`config.mk`:
```
export PLATFORM = sky130hd
export DESIGN_NAME = multi_sprite_animator
export DESIGN_NICKNAME = d
export VERILOG_FILES = /design/src/rtl/multi_sprite_animator.sv
export SDC_FILE = /design/constraint.sdc
export NUM_CORES = 1
export LEC_CHECK = 0
export CAP_MARGIN = 40
export CORE_ASPECT_RATIO = 0.6
export CORE_MARGIN = 2
export CORE_UTILIZATION = 40
export DETAILED_ROUTE_END_ITERATION = 12
export MAX_ROUTING_LAYER = met4
export SYNTH_ARGS = -nofsm -noshare
export SYNTH_HDL_FRONTEND = slang
export SYNTH_SLANG_ARGS = --single-unit
export TNS_END_PERCENT = 50
```
`constraint.sdc`:
```
create_clock -name clk1khz -period 2.24 [get_ports clk1khz]
set_clock_uncertainty 0.05 [all_clocks]
set_input_delay 0.672 -clock clk1khz [delete_from_list [all_inputs] [get_ports clk1khz]]
set_output_delay 0.672 -clock clk1khz [all_outputs]
set_load 0.01 [all_outputs]
```
`src/rtl/multi_sprite_animator.sv`:
```
// Row-scanned 8x8 bicolor animator: N_CH sprite bars, queued triggers, fixed-priority single mover.
// Define PINGPONG_EN to make every move go to the far end and back within one grant.
module multi_sprite_animator #(
  parameter int         N_CH      = 3,
  parameter int         N_POS     = 4,
  parameter int         FRAME_DIV = 1000,
  parameter int         ROW_PITCH = 3,
  parameter logic [5:0] CH_COLOR  = 6'b11_01_10,
  localparam int        AW        = (N_CH > 1) ? $clog2(N_CH) : 1
) (
  input  logic            clk1khz,
  input  logic            rst,
  input  logic [N_CH-1:0] trig,
  input  logic            off,
  output logic [7:0]      row,
  output logic [7:0]      r,
  output logic [7:0]      g,
  output logic            busy,
  output logic [AW-1:0]   active_ch,
  output logic            done
);

  localparam int SPR_W = 8 / N_POS;
  localparam int PW    = (N_POS > 2) ? $clog2(N_POS) : 1;
  localparam int TW    = $clog2(FRAME_DIV);

  typedef enum logic [1:0] {S_IDLE, S_MOVE, S_DONE} state_t;

  state_t          state, state_nx;
  logic [N_CH-1:0] trig_q, pending, pending_nx, rise, move_mask, grant_mask, side;
  logic [PW-1:0]   pos [N_CH];
  logic [PW-1:0]   pos_cur, pos_nx;
  logic [TW-1:0]   timer;
  logic [AW-1:0]   grant_ch;
  logic            grant, found, step, dir, at_end;
  logic            turn, ret;
  logic [2:0]      cnt;
  logic [7:0]      base, pat, row_nx, r_nx, g_nx;

  always_ff @(posedge clk1khz or negedge rst) begin
    if (!rst) state <= S_IDLE;
    else      state <= state_nx;
  end

  always_comb begin
    state_nx   = state;
    grant      = 1'b0;
    found      = 1'b0;
    grant_ch   = '0;
    grant_mask = '0;
    move_mask  = '0;
    step       = 1'b0;
    turn       = 1'b0;
    rise       = trig & ~trig_q;
    for (int unsigned c = 0; c < N_CH; c++) begin
      if (pending[c] && !found) begin
        found    = 1'b1;
        grant_ch = AW'(c);
      end
    end
    pos_cur = pos[active_ch];
`ifdef PINGPONG_EN
    dir = side[active_ch] ^ ret;
`else
    dir = side[active_ch];
`endif
    pos_nx = dir ? pos_cur - 1'b1 : pos_cur + 1'b1;
    at_end = dir ? (pos_nx == '0) : (pos_nx == PW'(N_POS - 1));
    case (state)
      S_IDLE: if (found) begin
        grant                = 1'b1;
        grant_mask[grant_ch] = 1'b1;
        state_nx             = S_MOVE;
      end
      S_MOVE: begin
        move_mask[active_ch] = 1'b1;
        if (timer == TW'(FRAME_DIV - 1)) begin
          step = 1'b1;
          if (at_end) begin
`ifdef PINGPONG_EN
            if (!ret) turn = 1'b1;
            else      state_nx = S_DONE;
`else
            state_nx = S_DONE;
`endif
          end
        end
      end
      S_DONE:  state_nx = S_IDLE;
      default: state_nx = S_IDLE;
    endcase
    // a request for the channel already in motion is dropped; grant clears before new rises set
    pending_nx = (pending & ~grant_mask) | (rise & ~move_mask);
  end

  assign busy = (state == S_MOVE);
  assign done = (state == S_DONE);

  always_ff @(posedge clk1khz or negedge rst) begin
    if (!rst) begin
      trig_q    <= '0;
      pending   <= '0;
      active_ch <= '0;
      timer     <= '0;
      side      <= '0;
      ret       <= 1'b0;
      for (int unsigned c = 0; c < N_CH; c++) pos[c] <= '0;
    end else begin
      trig_q  <= trig;
      pending <= pending_nx;
      if (grant) begin
        active_ch <= grant_ch;
        timer     <= '0;
        ret       <= 1'b0;
      end else if (state == S_MOVE) begin
        timer <= step ? '0 : timer + 1'b1;
      end
      if (step) pos[active_ch] <= pos_nx;
      if (turn) ret <= 1'b1;
`ifndef PINGPONG_EN
      if (state == S_DONE) side[active_ch] <= ~side[active_ch];
`endif
    end
  end

  always_comb begin
    base   = ~(8'hFF >> SPR_W);
    row_nx = ~(8'b1 << cnt);
    r_nx   = '0;
    g_nx   = '0;
    pat    = '0;
    for (int unsigned c = 0; c < N_CH; c++) begin
      if (int'(cnt) == c * ROW_PITCH || int'(cnt) == c * ROW_PITCH + 1) begin
        pat  = base >> (pos[c] * SPR_W);
        r_nx = r_nx | (pat & {8{CH_COLOR[2*c+1]}});
        g_nx = g_nx | (pat & {8{CH_COLOR[2*c]}});
      end
    end
  end

  always_ff @(posedge clk1khz or negedge rst) begin
    if (!rst) begin
      cnt <= '0;
      row <= 8'hFF;
      r   <= '0;
      g   <= '0;
    end else begin
      cnt <= cnt + 3'd1;
      row <= off ? 8'hFF : row_nx;
      r   <= off ? 8'h00 : r_nx;
      g   <= off ? 8'h00 : g_nx;
    end
  end

  // PINGPONG_EN undefined leaves ret constant; keep it referenced for both builds
  logic unused_ok;
  assign unused_ok = ret;

endmodule
```
==> After elaboration in Yosys (flattened, before gate mapping) <==
Index checks and enable logic that the tools add are counted.
{ "totals": {"ff_bits": 56, "latchBits": 0, "rom_bits": 0, "mem_count": 0, "ram_bits": 0, "word_cells": 107, "inputBits": 6} }
{ "classes": {"n_addsub": 4, "n_mux": 41, "multipliers": 0, "n_div": 0, "n_reduce_logical": 15, "n_eq_ne": 12, "shifts": 4, "n_bitwise": 12, "magnitude_cmp": 6} }
{ "ops": {"columns": ["op", "count"], "rows": [
  ["2-to-1 mux 8 bit", 7],
  ["2-to-1 mux 10 bit", 3],
  ["right shift 8 x 3 -> 8 bit (first input constant)", 3],
  ["2-to-1 mux 2 bit", 8],
  ["bitwise OR 8 bit", 2],
  ["2-to-1 mux 1 bit", 12],
  ["adder 10 x 1 -> 10 bit (second input constant)", 1],
  ["equality test 10 bit (second input constant)", 1],
  ["bitwise AND 3 bit", 3],
  ["equality test 3 bit (second input constant)", 3],
  ["2-to-1 mux 3 bit", 3],
  ["NOT 3 bit", 3],
  ["NOT 8 bit", 1],
  ["<< shifter 1 x 3 -> 8 bit (first input constant)", 1],
  ["bitwise mux 6 bit", 1],
  ["less-than comparator 2 x 3 -> 1 bit (second input constant)", 2],
  ["logical AND 1 bit", 5],
  ["binary-select mux 2 bit (select 2 bit)", 1],
  ["demux 1 bit (select 2 bit)", 2],
  ["demux 2 bit (select 2 bit)", 1],
  ["equality test 2 bit (second input constant)", 2],
  [">= comparator 2 x 1 -> 1 bit (second input constant)", 2],
  ["zero test 2 bit", 2],
  ["!= test 2 x 1 -> 1 bit (second input constant)", 2],
  ["20 further kinds", 23]
]} }

==> Depth between registers and ports, before layout <==
Gate-level depths: netlist of run 1.
{ "logic_depth": {"depth_word": 16, "mapped_depth": 8} }

==> Least setup slack after synthesis of run 1 <==
Ideal clock, no wire load.
{ "synth_path": {"path_kind": "register to register", "from": "register active_ch[1]", "to": "register pos[5] in the netlist's numbering", "stages_incl_launch_ff": 7, "slack_ns": 0.368, "arrival_time_ns": 1.697, "required_time_ns": 2.065, "path_buffers": 1, "path_cell_list": "dfrtp_1 buf_2 nor2b_1 o2bb2ai_1 xnor2_1 ha_1 mux2_4"} }
{ "synth_between": {"elab_chain_len": 7, "elab_cells_between_ends": 15} }
{ "synth_lines": {"columns": ["item", "line", "source"], "rows": [
  ["from (decl)", "19", "output logic [AW-1:0] active_ch,"],
  ["from (signal assigned)", "112", "active_ch <= grant_ch;"],
  ["NOT 2 -> 3 bit (not written as such)", "61", "pos_cur = pos[active_ch];"],
  ["binary-select mux 2 bit (select 2 bit)", "61", null],
  ["2-to-1 mux 2 bit (not written as such) (2 in series)", "61", null],
  ["adder 2 x 1 -> 2 bit or subtractor 2 x 1 -> 2 bit (tied branches)", "67", "pos_nx = dir ? pos_cur - 1'b1 : pos_cur + 1'b1;"],
  ["2-to-1 mux 2 bit (*)", "67", null],
  ["via pos_nx[1]", "32", "logic [PW-1:0] pos_cur, pos_nx;"],
  ["bitwise mux 6 bit (*)", "118", "if (step) pos[active_ch] <= pos_nx;"],
  ["to (signal, indexed assignment)", "118", null],
  ["to (decl)", "31", "logic [PW-1:0] pos [N_CH];"]
]} }
Mark *: on every way through the listed nets, which the timed path passes. The rest lies on a longest branch. The select of a mux whose other input is x is not followed.
A chain may end at the register's enable or synchronous reset.

==> Worst setup path in the final report of run 1 <==
{ "layout_path": {"from": "register active_ch[1]", "to": "output port active_ch[1]"} }
No word-level cell between the ends.

==> summary.md, run 1 <==
| Metric | Value |
|---|---|
| Slowest stage cell, crit path | `clkdlybuf4s50_1` |
| Critical Path Source Type | `register` |
| Critical path class | `reg2out` |
| Status | `finished, final reports clean` |
| DRT iter0 DRCs | `99` |
| Hold slack | `0.276 ns` |
| GRT Resource Usage Total | `16.7%` |
| Cells along the critical path | `clkdlybuf4s50_1` |
| Min-Delay Path Class | `in2async` |
| Crit share post-route | `94.4%` |
| Ys flop type | `dfrtp_1` |
| Worst-margin pin slew | `0.499 ns` |
| I/O Buffers | `33` |
| Core area | `5620 sq um` |
| Pins Over Slew Limit | `0` |
| Post-synth ARST share | `100%` |
| Wire per inst | `14.2 um` |
| ANT cells | `0` |
| Nets | `269` |
| Final setup fails | `0` |
| CTS tree | `built` |
| Clock-pin slew on the worst setup and hold paths | `0.09 ns` |
| Initial antenna violation count | `0` |
| RSZ-0062 raised after global routing | `no` |
| Vias per Instance | `4.99` |
| Layout area overhead | `22.2%` |
| Placement Setup Slack | `0.210 ns` |
| Post-synthesis sequential area ratio | `51.7%` |
| Worst path bufs/invs | `1` |
| Gpl congestion | `0.912` |
| Fmax | `473 MHz` |
| Synth cell types | `45` |
| Final Util | `50.9%` |
| Clock latency on the worst-skew pair | `0.30 ns` |
| GRT overflow | `0` |
| Final WS setup | `0.125 ns` |
| Post-DP Area | `2710 sq um` |
| Routed Antenna Nets | `0` |
| Leakage | `0.00124 uW` |
| Syn nets | `238` |
| CTS sink cnt | `48` |
| Ys Warns | `0` |
| Syn Area/Cell | `10.5 sq um` |
| Die area | `6510 sq um` |
| Clock Tree Root | `clkbuf_8` |
| Worst rel slew slack | `66.7%` |
| DRC | `0` |
| Pwr per Cell Area | `566 nW/um^2` |
| R2r setup slk | `0.24 ns` |
| Post-Synthesis Cells | `223` |
| Number of global-route vias before repair | `1547` |
| Largest net degree at the start of global routing | `30` |
| Crit-path leading delay family | `buffers and inverters` |
| CTS max path bufs | `2` |
| H-tree depth | `2` |
| Critical Path RT | `1.52 ns` |
| CP endpoint kind | `output port` |
| Mapped cell area | `2340 sq um` |
| Maximum vdd drop | `270 uV` |
| Hold buffers post-CTS | `0` |
| Final WL | `4760 um` |
| Max-cap violations | `0` |
| CP peak stage delay | `0.59 ns` |
| Vias | `1673` |
| Cell row count | `21` |
| Total clock buffers created by CTS | `5` |
| Total I/O pin count | `34` |
| Tmin final | `2.11 ns` |
| EDFF count, synth | `0` |
| CP Max Fanout | `10` |
| Design area | `2860 sq um` |
| Share of post-route cells with drive strength above 1 | `16.9%` |
| Crit path DAT | `1.39 ns` |
| Hold Fails Final Rpt | `0` |
| Die Y | `63.3 um` |
| #FFs+latches synth | `48` |
| Die W | `103 um` |
| HPWL after DPL | `3540 um` |
| Global-route wire length before repair | `7950 um` |
| Drt pass-1 iters | `4` |
| Sum of negative setup slack | `0 ns` |
| Initial Util | `41.7%` |
-- what timing repair did --
action / in CTS / in global routing
setup endpoints to repair: 3 / 0
gates resized for setup: 5 / 0
buffers inserted: 2 / 0
-- cell usage in the layout, fill, tap and decap left out, types with 5 or more instances in the layout --
cell / instances
dfrtp_1: 38
clkdlybuf4s50_1: 30
nand2_1: 24
nor2_1: 20
o21ai_0: 11
a21oi_1: 11
ha_1: 9
inv_1: 8
nor3_1: 8
dfstp_2: 8
nand4_1: 7
clkbuf_8: 7
buf_4: 7
mux2i_1: 5
xor2_1: 5
-- Yosys cell counts, types with 5 or more instances --
cell      n  area, sq um
nand2_1  24         90.1
ha_1      9          113
mux2i_1   5         50.1
nand4_1   7         43.8
buf_2     6         30.0
dfrtp_1  40         1000
nor3_1    8         40.0
dfstp_2   8          210
inv_1     8         30.0
a21oi_1  11         55.1
xor2_1    5         43.8
buf_4     9         67.6
o21ai_0  11         55.1
nor2_1   20         75.1
-- area by class of cell --
| class | count | area, sq um |
|---|---|---|
| Multi-Input combinational cell | 149 | 988 |
| Tap cell | 80 | 100 |
| Timing Repair Buffer | 41 | 395 |
| Clock inverter | 1 | 30.0 |
| Fill cell | 520 | 2760 |
| Sequential cell | 48 | 1210 |
| Clock buffer | 7 | 96.3 |
| Inverter | 9 | 38.8 |
-- path summary, 6_finish.rpt --
path	startpoint	to	depth (start not counted)
setup reg to reg	active_ch[1]	pos[1]	5
setup / recovery	active_ch[1]	active_ch[1]	1
hold reg to reg	side[0]	side[0]	1
hold / removal	rst	timer[4]	1
min in group clk1khz	side[0]	side[0]	1
max in group asynchronous	rst	row[7]	2
-- cells by family (layout without fill, tap and decap cells) --
group,count (synthesis),count (layout),synth area share (%)
AO/OA/AOI/OAI,37,37,10.0
AND/OR/NAND/NOR,86,86,19.9
buffers and inverters,26,58,6.46
adder cells (fa/ha/maj),9,9,4.81
flip-flops,48,48,51.7
multiplexers,8,8,3.74
XOR/XNOR,9,9,3.36
-- where the power goes --
group	switching, uW	internal (uW)	total [uW]
combinational	34.3	24.6	58.9
clock	288	394	682
sequential	5.68	875	881
-- state kept, by name, indices dropped and copies added, names as in the netlist --
name and flops:
r 4, cnt 3, state 2, row 8, timer 10, g 4
pos 6, side 3, pending 3, active_ch 2, trig_q 3
-- metal layers --
metal / global-route usage (%) / vias to the layer above / share of wire, %
met5: - / - / 0
met4: 4.44 / 0 / 0.44
met3: 4.66 / 2 / 7.2
met2: 18.4 / 53 / 37
met1: 28.2 / 793 / 56
li1: - / 825 / -
-- metrics by stage --
stage | power (uW) | instances
floorplan | 916 | 223
global placement | 958 | 325
detailed placement | 958 | 325
CTS | 1650 | 335
global route | 1700 | 335
finish | 1620 | 335
Power figures use the tool's default switching activity.
==> run 2: changes to the inputs <==
--- a/config.mk
+++ b/config.mk
@@ -5,6 +5,7 @@
 export SDC_FILE = /design/constraint.sdc
 export NUM_CORES = 1
 export LEC_CHECK = 0
+export ABC_CLOCK_PERIOD_IN_PS = 2240
 export CAP_MARGIN = 40
 export CORE_ASPECT_RATIO = 0.6
 export CORE_MARGIN = 2
==> results of run 2 <==
Final layout, timing and power as in run 1 (identical DEF).
==> run 3: changes to the inputs <==
--- a/config.mk
+++ b/config.mk
@@ -9,9 +9,10 @@
 export CAP_MARGIN = 40
 export CORE_ASPECT_RATIO = 0.6
 export CORE_MARGIN = 2
-export CORE_UTILIZATION = 40
+export CORE_UTILIZATION = 54
 export DETAILED_ROUTE_END_ITERATION = 12
 export MAX_ROUTING_LAYER = met4
+export PLACE_DENSITY = 0.79
 export SYNTH_ARGS = -nofsm -noshare
 export SYNTH_HDL_FRONTEND = slang
 export SYNTH_SLANG_ARGS = --single-unit
==> summary.md, run 3 (synthesis gave the netlist of run 1 again) <==
| Metric | Value |
|---|---|
| Crit-path leading delay family | `buffers and inverters` |
| Footprint of the multi-input gates | `981 sq um (-0.76%)` |
| Worst path bufs/invs | `1 (unchanged)` |
| Switch share | `18.4% (-1.8 points)` |
| Leakage | `0.00124 uW (-0.36%)` |
| CP endpoint kind | `output port` |
| Final WL | `4830 um (+1.3%)` |
| Reg power frac | `49.5% (-4.8 points)` |
| Max reg flops | `10 (unchanged)` |
| Vias | `1738 (+3.9%)` |
| Most common cell after layout, fill and taps aside | `dfrtp_1` |
| GRT overflow | `0 (unchanged)` |
| Cells along the critical path | `clkdlybuf4s50_1` |
| Layout area overhead | `21.6%` |
| Sum of negative setup slack | `0 ns (unchanged)` |
| Clock-pin slew on the worst setup and hold paths | `0.08 ns (about the same)` |
| Pwr per Cell Area | `626 nW/um^2 (+11%)` |
| Final setup fails | `0 (unchanged)` |
| DRC | `0 (unchanged)` |
| CP peak stage delay | `0.59 ns (about the same)` |
| Total clock buffers created by CTS | `5 (unchanged)` |
| Global-route wire length before repair | `7750 um (-2.5%)` |
| Vias per Instance | `5.55 (+11%)` |
| Critical path class | `reg2out` |
| Net Switching | `328 uW (about the same)` |
| Slowest stage cell, crit path | `clkdlybuf4s50_1` |
| Fmax | `474 MHz (+0.21%)` |
| Crit share post-route | `94.2% (-0.20 points)` |
| Maximum vdd drop | `440 uV (+63%)` |
| I/O Buffers | `33 (unchanged)` |
| Gpl congestion | `0.887 (-2.8%)` |
| Wire per inst | `15.4 um (+8.5%)` |
| Hold buffers post-CTS | `0 (unchanged)` |
| Initial antenna violation count | `0 (unchanged)` |
| Cell row count | `18 (-14%)` |
| Commonest cells after routing, fill and taps aside | `dfrtp_1 (37), clkdlybuf4s50_1 (30), nand2_1 (24)` |
| Comb pwr share | `3.1% (-0.5 points)` |
| Die Y | `55.0 um (-13%)` |
| Power share of the clock group | `47.4% (+5.4 points)` |
| CTS tree | `built` |
| Share of post-route cells with drive strength above 1 | `16.2% (-0.66 points)` |
| Core area | `4140 sq um (-26%)` |
| RSZ-0062 raised after global routing | `no` |
| Clock latency on the worst-skew pair | `0.30 ns (about the same)` |
| Pins Over Slew Limit | `0 (unchanged)` |
| Largest net degree at the start of global routing | `35 (+17%)` |
| ANT cells | `0 (unchanged)` |
| Hold Fails Final Rpt | `0 (unchanged)` |
| Die W | `89.0 um (-13%)` |
| HPWL after DPL | `3490 um (-1.7%)` |
| Tmin final | `2.11 ns (-0.00451 ns)` |
| Worst-margin pin slew | `0.446 ns (-0.0538 ns)` |
| CP Max Fanout | `10 (unchanged)` |
| Status | `finished, final reports clean` |
| GRT Resource Usage Total | `22.5% (+5.8 points)` |
| Pint | `1460 uW (+13%)` |
| Clock Tree Root | `clkbuf_8` |
| Filler Cell Count | `329 (-37%)` |
| Critical Path Source Type | `register` |
| DP Cell Count | `303 (-6.8%)` |
| H-tree depth | `2 (unchanged)` |
| Hold slack | `0.228 ns (-0.0485 ns)` |
| Largest registers | `timer x10, row x8, pos x6` |
| Min-Delay Path Class | `in2async` |
| Max-cap violations | `0 (unchanged)` |
| Crit path DAT | `1.39 ns (about the same)` |
| CTS max path bufs | `2 (unchanged)` |
| Worst rel slew slack | `70.2% (+3.5 points)` |
| Routed Antenna Nets | `0 (unchanged)` |
| Critical Path RT | `1.52 ns (about the same)` |
| Number of global-route vias before repair | `1541 (-0.39%)` |
| FF/Latch Area | `1210 sq um (+0.10%)` |
| Nets | `267 (-0.74%)` |
| Die area | `4900 sq um (-25%)` |
| Drt pass-1 iters | `4 (unchanged)` |
| DRT iter0 DRCs | `139 (+40%)` |
| CTS sink cnt | `48 (unchanged)` |
| Top reg by flops | `timer` |
| Total I/O pin count | `34 (unchanged)` |
| Initial Util | `56.6% (+15 points)` |
| Non-filler cells, final | `313 (-6.6%)` |
run 3: cell types whose count changed in the layout (fill, tap and decap cells not counted):
| cell | change |
|---|---|
| buf_4 | -2 |
| bufinv_16 | +2 |
| clkbuf_8 | -2 |
| dfrtp_1 | -1 |
| dfrtp_2 | +1 |
| nand2b_1 | +1 |
| nand2b_4 | -1 |
run 3: path summary, 6_finish.rpt:
path | cells after the start | slack [ns] | to | start
hold / removal | 1 | 0.23 | timer[0] | rst
max in group asynchronous | 2 | 1.36 | row[5] | rst
setup / recovery | 1 | 0.13 | active_ch[1] | active_ch[1]
min in group clk1khz | 1 | 0.43 | side[0] | side[0]
hold reg to reg | 1 | 0.43 | side[0] | side[0]
setup reg to reg | 5 | 0.29 | pos[5] | active_ch[0]
run 3: final cells by class:
cell class              count  area share, %
clock inverters             3           3.16
repair buffers             39           13.4
well taps                  60           2.64
flip-flops and latches     48           42.6
inverters                   9           1.36
clock buffers               5           2.42
multi-input cells         149           34.4
run 3: stage by stage:
| stage | setup slack [ns] | utilization [%] | power (uW) | area [sq um] |
|---|---|---|---|---|
| floorplan | 0.368 | - | 916 | 2340 |
| global placement | 0.223 | 64.5 | 955 | 2670 |
| detailed placement | 0.198 | 64.5 | 956 | 2670 |
| CTS | 0.0302 | 68.7 | 1800 | 2850 |
| global route | 0.0802 | 68.8 | 1830 | 2850 |
| finish | 0.130 | 68.8 | 1780 | 2850 |
run 3: layer usage:
| metal | track usage [%] | vias to the layer above | part of all wire (%) |
|---|---|---|---|
| met1 | 34.3 | 824 | 48 |
| met3 | 5.19 | 10 | 8.3 |
| met4 | 5.47 | 0 | 1.1 |
| met2 | 30.1 | 79 | 43 |
| met5 | - | - | 0 |
| li1 | - | 825 | - |
run 3: what timing repair did:
action	4_1_cts	5_1_grt
gates cloned	0	0
gates resized for setup	4	1
buffers inserted	2	0
hold endpoints to repair	0	0
endpoints found under the setup margin	3	1
run 3: power by group through the flow:
stage | Sequential, uW | Clock, uW | Combinational, uW
3_3_place_gp | 898 | 0 | 56.2
3_5_place_dp | 899 | 0 | 57.6
5_1_grt | 884 | 883 | 63.5
2_1_floorplan | 898 | 0 | 18.2
4_1_cts | 882 | 858 | 57.5
6_report | 883 | 846 | 55.9
==> patch, RTL diff (config.mk and constraints of run 1) <==
Change the parameter `FRAME_DIV` from 1000 to 500.
--- a/src/rtl/multi_sprite_animator.sv
+++ b/src/rtl/multi_sprite_animator.sv
@@ -4,5 +4,5 @@
   parameter int         N_CH      = 3,
   parameter int         N_POS     = 4,
-  parameter int         FRAME_DIV = 1000,
+  parameter int         FRAME_DIV = 500,
   parameter int         ROW_PITCH = 3,
   parameter logic [5:0] CH_COLOR  = 6'b11_01_10,
Behaviour: same outputs for any inputs over 10 cycles, from zero or initial values and one cycle with rst low; that may be too few to reach the edited logic, so the function may still have changed.
==> patch against run 1 <==
Power is 3.5% lower. Setup slack worse by 0.0077 ns. Sequential share of layout area rose by 0.68 points. Largest power group unchanged. Critical path depth unchanged. Routed wire length fell by 11%. Design area decreased by 3.7%. Non-clock buffer count decreased by 3. Synthesized area is 3.3% lower. Final cell count shrank 5.1%. Sequential cell count fell by 1. First-iteration DRC count is 4.0% lower.
==> patch: results (changes against run 1) <==
| Metric | Value |
|---|---|
| Outcome | `finished clean (unchanged)` |
| R2R depth | `7 (was 5)` |
| Post-DP Area | `2640 um^2 (was 2710 um^2)` |
| Worst vdd ir | `210 uV (was 270 uV)` |
| Placed Cells | `310 (was 325)` |
| Compound-cell area share of the yosys netlist | `12.5% (was 10.0%)` |
| Mapped Cells | `215 (was 223)` |
| Internal Power | `1.25 mW (was 1.29 mW)` |
| Netlist cell types | `41 (was 45)` |
| Power density cells | `568 nW/um^2 (was 566 nW/um^2)` |
| Worst slack, placed | `0.297 ns (was 0.210 ns)` |
| Clk. pwr | `639 uW (was 682 uW)` |
| DRC marker count from the first detailed-route iteration | `95 (was 99)` |
| WL final | `4260 um (was 4760 um)` |
| RR Endpoint | `state[1] (was pos[1])` |
| Via/cell ratio | `4.93 (was 4.99)` |
| Total combinational power | `59.4 uW (was 58.9 uW)` |
| Synth Area in XOR/XNOR | `3.09% (was 3.36%)` |
| P_leak | `1.20 nW (was 1.24 nW)` |
| Gpl congestion | `0.824 (was 0.912)` |
| Critical-path top delay cell | `clkdlybuf4s50_1 (unchanged)` |
| Syn_nets | `230 (was 238)` |
| Layout cells sized above 1 | `12.4% (was 16.9%)` |
| Multiplexer share of the synthesized area | `3.09% (was 3.74%)` |
| Commonest cells post-synth | `39 x dfrtp_1, 27 x nor2_1, 23 x nand2_1 (was 40 x dfrtp_1, 24 x nand2_1, 20 x nor2_1)` |
| Main area contributors after synthesis | `dfrtp_1 43%, dfstp_2 9.3%, ha_1 5.0% (was dfrtp_1 43%, dfstp_2 9.0%, ha_1 4.8%)` |
| Cell Count, Final, Fillers Out | `318 (was 335)` |
| Adder-cell area share of the yosys netlist | `4.97% (was 4.81%)` |
| Setup bufs post-CTS | `0 (was 2)` |
| Number of port buffers | `33 (unchanged)` |
| Actual slew at the worst max-slew pin | `0.542 ns (was 0.499 ns)` |
| First-pass GRT wire length | `7420 um (was 7950 um)` |
| CP Max Fanout | `7 (was 10)` |
| Largest regs | `timer x9, row x8, pos x6 (was timer x10, row x8, pos x6)` |
| Antenna fix cells | `0 (unchanged)` |
| Layout Nets | `263 (was 269)` |
| Flop2flop setup slack | `0.45 ns (was 0.24 ns)` |
| Vias in the first global route | `1474 (was 1547)` |
| Worst Setup EP | `active_ch[0] (was active_ch[1])` |
## patch: cell type report
| type | count | area [um^2] |
|---|---|---|
| Clock inverter | 2 | 35.0 |
| Inverter | 10 | 37.5 |
| Fill cell | 523 | 2760 |
| Multi-Input combinational cell | 146 | 955 |
| Tap cell | 69 | 86.3 |
| Timing Repair Buffer | 38 | 373 |
| Sequential cell | 47 | 1190 |
| Clock buffer | 6 | 82.6 |
## patch: metal layers
layer	global-route usage (%)	vias up	wire, um	part of all wire [%]
met3	4.50	8	266	6.2
met4	6.59	0	80	1.9
met5	-	-	0	0
li1	-	798	-	-
met1	25.5	724	2470	58
met2	17.8	39	1440	34
## patch: what timing repair did
item / CTS / global route
hold buffers: 0 / 0
gates resized for setup: 3 / 0
setup endpoints to repair: 3 / 0
## patch: cells by family (layout without fill, tap and decap cells)
kind of cell	Yosys count	count (layout)
compound gates	42	42
mux	7	7
simple gates	80	80
buf+inv	22	56
xor+xnor	8	8
fa+ha+maj	9	9
flops	47	47
